**src/rtl/ex_mem_skid_stage.sv**
```systemverilog
// ex_mem_skid_stage: EX/MEM pipeline register with a two-entry skid buffer, flush and a saturating stall counter
module ex_mem_skid_stage #(
  parameter int                CTRL_W     = 10,
  parameter int                DATA_W     = 160,
  parameter logic [CTRL_W-1:0] CLEAR_MASK = 10'b00_1011_1100,
  parameter int                CNT_W      = 16
) (
  input  logic              clock,
  input  logic              reset,
  input  logic              flush,
  input  logic              in_valid,
  output logic              in_ready,
  input  logic [CTRL_W-1:0] in_ctrl,
  input  logic [DATA_W-1:0] in_data,
  output logic              out_valid,
  input  logic              out_ready,
  output logic [CTRL_W-1:0] out_ctrl,
  output logic [DATA_W-1:0] out_data,
  output logic [CNT_W-1:0]  stall_cnt
);
  logic              m_valid_q, m_valid_d, s_valid_q, s_valid_d;
  logic [CTRL_W-1:0] m_ctrl_q, m_ctrl_d, s_ctrl_q, s_ctrl_d;
  logic [DATA_W-1:0] m_data_q, m_data_d, s_data_q, s_data_d;
  logic [CNT_W-1:0]  stall_q, stall_d;
  logic              accept, emit;
  assign in_ready  = reset & ~s_valid_q;
  assign out_valid = m_valid_q;
  assign out_ctrl  = m_ctrl_q & (m_valid_q ? {CTRL_W{1'b1}} : ~CLEAR_MASK);
  assign out_data  = m_data_q;
  assign stall_cnt = stall_q;
  assign accept    = in_valid & in_ready;
  assign emit      = m_valid_q & out_ready;
  always_comb begin
    m_valid_d = m_valid_q;
    s_valid_d = s_valid_q;
    m_ctrl_d  = m_ctrl_q;
    m_data_d  = m_data_q;
    s_ctrl_d  = s_ctrl_q;
    s_data_d  = s_data_q;
    stall_d   = (m_valid_q & ~out_ready & ~&stall_q) ? stall_q + CNT_W'(1) : stall_q;
    if (flush) begin
      m_valid_d = 1'b0;
      s_valid_d = 1'b0;
    end else if (s_valid_q) begin
      if (emit) begin
        m_ctrl_d  = s_ctrl_q;
        m_data_d  = s_data_q;
        s_valid_d = 1'b0;
      end
    end else if (m_valid_q) begin
      if (accept && !emit) begin
        s_ctrl_d  = in_ctrl;
        s_data_d  = in_data;
        s_valid_d = 1'b1;
      end else if (accept && emit) begin
        m_ctrl_d = in_ctrl;
        m_data_d = in_data;
      end else if (emit) begin
        m_valid_d = 1'b0;
      end
    end else if (accept) begin
      m_ctrl_d  = in_ctrl;
      m_data_d  = in_data;
      m_valid_d = 1'b1;
    end
  end
  always_ff @(posedge clock) begin
    if (!reset) begin
      m_valid_q <= 1'b0;
      s_valid_q <= 1'b0;
      m_ctrl_q  <= '0;
      m_data_q  <= '0;
      s_ctrl_q  <= '0;
      s_data_q  <= '0;
      stall_q   <= '0;
    end else begin
      m_valid_q <= m_valid_d;
      s_valid_q <= s_valid_d;
      m_ctrl_q  <= m_ctrl_d;
      m_data_q  <= m_data_d;
      s_ctrl_q  <= s_ctrl_d;
      s_data_q  <= s_data_d;
      stall_q   <= stall_d;
    end
  end
endmodule

```
**config.mk**
```make
export PLATFORM = sky130hd
export DESIGN_NAME = ex_mem_skid_stage
export DESIGN_NICKNAME = d
export VERILOG_FILES = /design/src/rtl/ex_mem_skid_stage.sv
export SDC_FILE = /design/constraint.sdc
export NUM_CORES = 1
export LEC_CHECK = 0
export CAP_MARGIN = 20
export CORE_UTILIZATION = 38
export CTS_CLUSTER_DIAMETER = 80
export CTS_CLUSTER_SIZE = 28
export DETAILED_ROUTE_END_ITERATION = 6
export PLACE_DENSITY = 0.7
export SLEW_MARGIN = 20
export SYNTH_ARGS = -nofsm -noshare
export SYNTH_HDL_FRONTEND = slang
export SYNTH_SLANG_ARGS = --single-unit
```
**constraint.sdc**
```tcl
create_clock -name clock -period 1.8 [get_ports clock]
set_clock_uncertainty 0.15 [all_clocks]
set_input_delay 0.18 -clock clock [delete_from_list [all_inputs] [get_ports clock]]
set_output_delay 0.18 -clock clock [all_outputs]
set_load 0.005 [all_outputs]
```
==> results.txt <==
status: complete, but fails checks
failing checks: negative setup slack
slew at the pin closest to its max-slew limit: 0.471 ns
register area share after synthesis: 51.0%
Crit. End Element: flop
Tot Pwr: 15.6 mW
total gr overflow: 0
Finish-stage setup viols: 327
Worst IR Drop VDD: 0.681 mV
commonest non-fill, non-tap cell in the layout: dfxtp_1
Clk pwr share: 30.7%
residual DRC count: 0
Chip Width: 194 µm
number of CTS-inserted buffers: 18
Avg Synthesized Cell Area: 8.74 µm²
# clock sinks: 358
Hold-fix buffers, CTS: 0
FP Rows: 70
Initial Util: 38.5%
Routed WL: 49,000 µm
first-pass GRT wire length: 74,200 µm
min-delay worst type: primary input to flop
GRT Overall Usage: 24.4%
FF+latch count, synth: 358
Hold Vio Cnt, Final: 0
Die ar.: 37,700 µm²
clk buf depth: 3
fin util: 61.5%
crit path DAT: 2.33 ns
RSZ-0062 raised after global routing: yes
Area Overhead vs Synth: 60.0%
WP data required: 2.12 ns
Cells after DPL: 2,398
Nets: 2,235
Synth Area in Adders: 0.0891%
GP Congestion: 0.833
clock-pin slew on the worst setup and hold paths: 0.11 ns
CTS tree: yes
commonest cells after routing, fill and taps aside: dfxtp_1, nand2_1, clkdlybuf4s50_1, a21oi_1, mux2i_1
Logic pwr share: 15.8%
Post-DP HPWL: 27,000 µm
Clock Latency Late Sink: 0.53 ns
largest net degree at the start of global routing: 88
post-synthesis compound-gate area fraction: 16.6%
M2 GR Usage: 42.7%
via count: 13,500
Setup WS post-layout: -0.212 ns
Seq pwr share: 53.5%
Die Span Y: 194 µm
switching part of the total: 25.4%
vias in the first global route: 13,400
Simple-Gate Fraction of Synth Area: 15.8%
largest family of logic cells by synthesized area: compound AO/OA/AOI/OAI gates
xor/xnor share of the synthesized area: 0.0624%
antenna-violating nets left: 0
ant diodes: 0
final-report max-slew violation count: 0
Iteration-0 DRC Markers: 711
drt wl/cell: 19.4 µm
GRT busiest layer: met2
YS warnings: 0
Cell Area, Synth: 14,000 µm²
Int Pwr: 11.6 mW
mux cell area share after synthesis: 12.3%
Max-slew headroom: 68.1%
setup slack at placement: -0.474 ns
synthesized netlist cell count: 1,607
CORE AREA: 36,500 µm²
switching pwr: 3.97 mW
Ports: 363
GR Util met1: 30.6%
share of layout cells above drive strength 1: 20.7%
fin crit period: 2.01 ns
Pleak: 7.64 nW
IO Port Bufs: 362
PD cells: 694 nW/µm²
Worst Path Class, Setup: flop to flop
Vias/cell: 5.32
critical-path maximum fanout: 4
Max Cap Viol: 0
routing usage on met3: 3.93%
CTS H-tree lvls: 1
FMAX: 497 MHz
clk root buf: clkbuf_16
initial antenna violation count: 0
Non-Filler Instances: 2,532
Pre-antenna DRT Iters: 5
Setup crit start kind: flop
crit share post-route: 112%
Mapped Nets: 1,783
Unique masters post-synth: 37
-- routing by layer --
layer | wire (µm) | up-vias
met5 | 0 | -
met4 | 1420 | 0
met1 | 20500 | 6495
met2 | 24200 | 436
li1 | - | 6460
met3 | 2880 | 89
-- state kept, by name (all words and copies together), names as in the netlist --
| signal | flops |
|---|---|
| out_valid | 1 |
| m_ctrl_q | 10 |
| out_data | 160 |
| stall_cnt | 16 |
| s_valid_q | 1 |
| s_ctrl_q | 10 |
| s_data_q | 160 |
-- power by group through the flow --
stage	clock network, mW	logic, mW	registers [mW]
after floorplan	0	0.679	8.46
after global placement	0	1.76	8.48
after detailed placement	0	1.79	8.48
after CTS	4.88	2.39	8.32
after global routing	5.20	2.61	8.36
final	4.78	2.47	8.34
-- worst max-delay path: stages (launching register included) --
cell and delay, ns:
dfxtp_2 0.37, buf_4 0.12, and4b_1 0.21, or4b_4 0.49, or4_4 0.49, a21oi_2 0.12
-- Yosys cell counts --
| cell | count | area (µm²) |
|---|---|---|
| and3_1 | 2 | 12.5 |
| nor3_2 | 1 | 10.0 |
| and2_1 | 5 | 31.3 |
| nand3_1 | 5 | 25.0 |
| buf_1 | 10 | 37.5 |
| dfxtp_1 | 358 | 7170 |
| or3_1 | 5 | 31.3 |
| o31ai_1 | 2 | 15.0 |
| clkinv_1 | 1 | 3.75 |
| buf_4 | 5 | 37.5 |
| inv_1 | 3 | 11.3 |
| xor2_1 | 1 | 8.76 |
| o21ai_0 | 7 | 35.0 |
| nor2_1 | 177 | 664 |
| a211oi_1 | 172 | 1290 |
| buf_2 | 18 | 90.1 |
| a2111oi_4 | 1 | 27.5 |
| nor3_1 | 3 | 15.0 |
| or3_2 | 1 | 7.51 |
| mux2i_1 | 172 | 1720 |
| nand4_1 | 3 | 18.8 |
| nand4_2 | 1 | 12.5 |
| nand2_1 | 344 | 1290 |
| nor4_1 | 2 | 12.5 |
| a21oi_1 | 182 | 911 |
| and4b_1 | 2 | 20.0 |
| or4b_1 | 1 | 10.0 |
| clkbuf_1 | 107 | 402 |
| nor4b_1 | 1 | 8.76 |
| nand2b_1 | 4 | 25.0 |
| o311ai_0 | 3 | 26.3 |
| o41ai_1 | 2 | 17.5 |
| a31oi_1 | 1 | 6.26 |
| or4_1 | 2 | 15.0 |
| ha_1 | 1 | 12.5 |
| nor2b_1 | 1 | 6.26 |
| nand3b_1 | 1 | 7.51 |
-- path summary, 6_finish.rpt --
check	startpoint	endpoint	slack, ns	cells after the start
max reg2reg	out_valid$_SDFFE_PP0N_	stall_cnt[13]$_SDFFE_PN0P_	-0.21	5
min reg2reg	s_data_q[152]$_SDFFE_PN0P_	s_data_q[152]$_SDFFE_PN0P_	0.31	2
min	in_data[94]	s_data_q[94]$_SDFFE_PN0P_	0.06	3
max	out_valid$_SDFFE_PP0N_	stall_cnt[13]$_SDFFE_PN0P_	-0.21	5
-- kinds of logic after synthesis --
kind of cell,count (synthesis)
and+or+nand+nor,561
AOI/OAI and AO/OA,370
DFF,358
muxes,172
buffers and inverters,144
xor gates and xnor gates,1
adders and majority gates,1
-- stage by stage --
step / hold slack [ns] / setup TNS (ns) / area [µm²]
4_1_cts: 0.0345 / -48.37 / 22100
2_1_floorplan: 0.130 / -6.53 / 14100
3_5_place_dp: 0.296 / -113.36 / 18700
6_report: 0.0611 / -24.81 / 22500
5_1_grt: 0.0520 / -57.54 / 22500
3_3_place_gp: 0.291 / -102.40 / 18700
-- area by class of cell --
type	count	area (µm²)
inverters	4	22.5
clock buffers	21	493
fillers	2865	14100
clock inverters	4	78.8
well taps	468	586
repair buffers	571	6840
multi-input cells	1106	7260
flip-flops and latches	358	7190
-- repair_timing --
item,CTS,global route
buffers inserted,61,14
endpoints found under the setup margin,291,431
cloned,44,4
pin swaps,79,46
gates resized for setup,278,102
No activity file was read; power rests on OpenSTA's default activity.
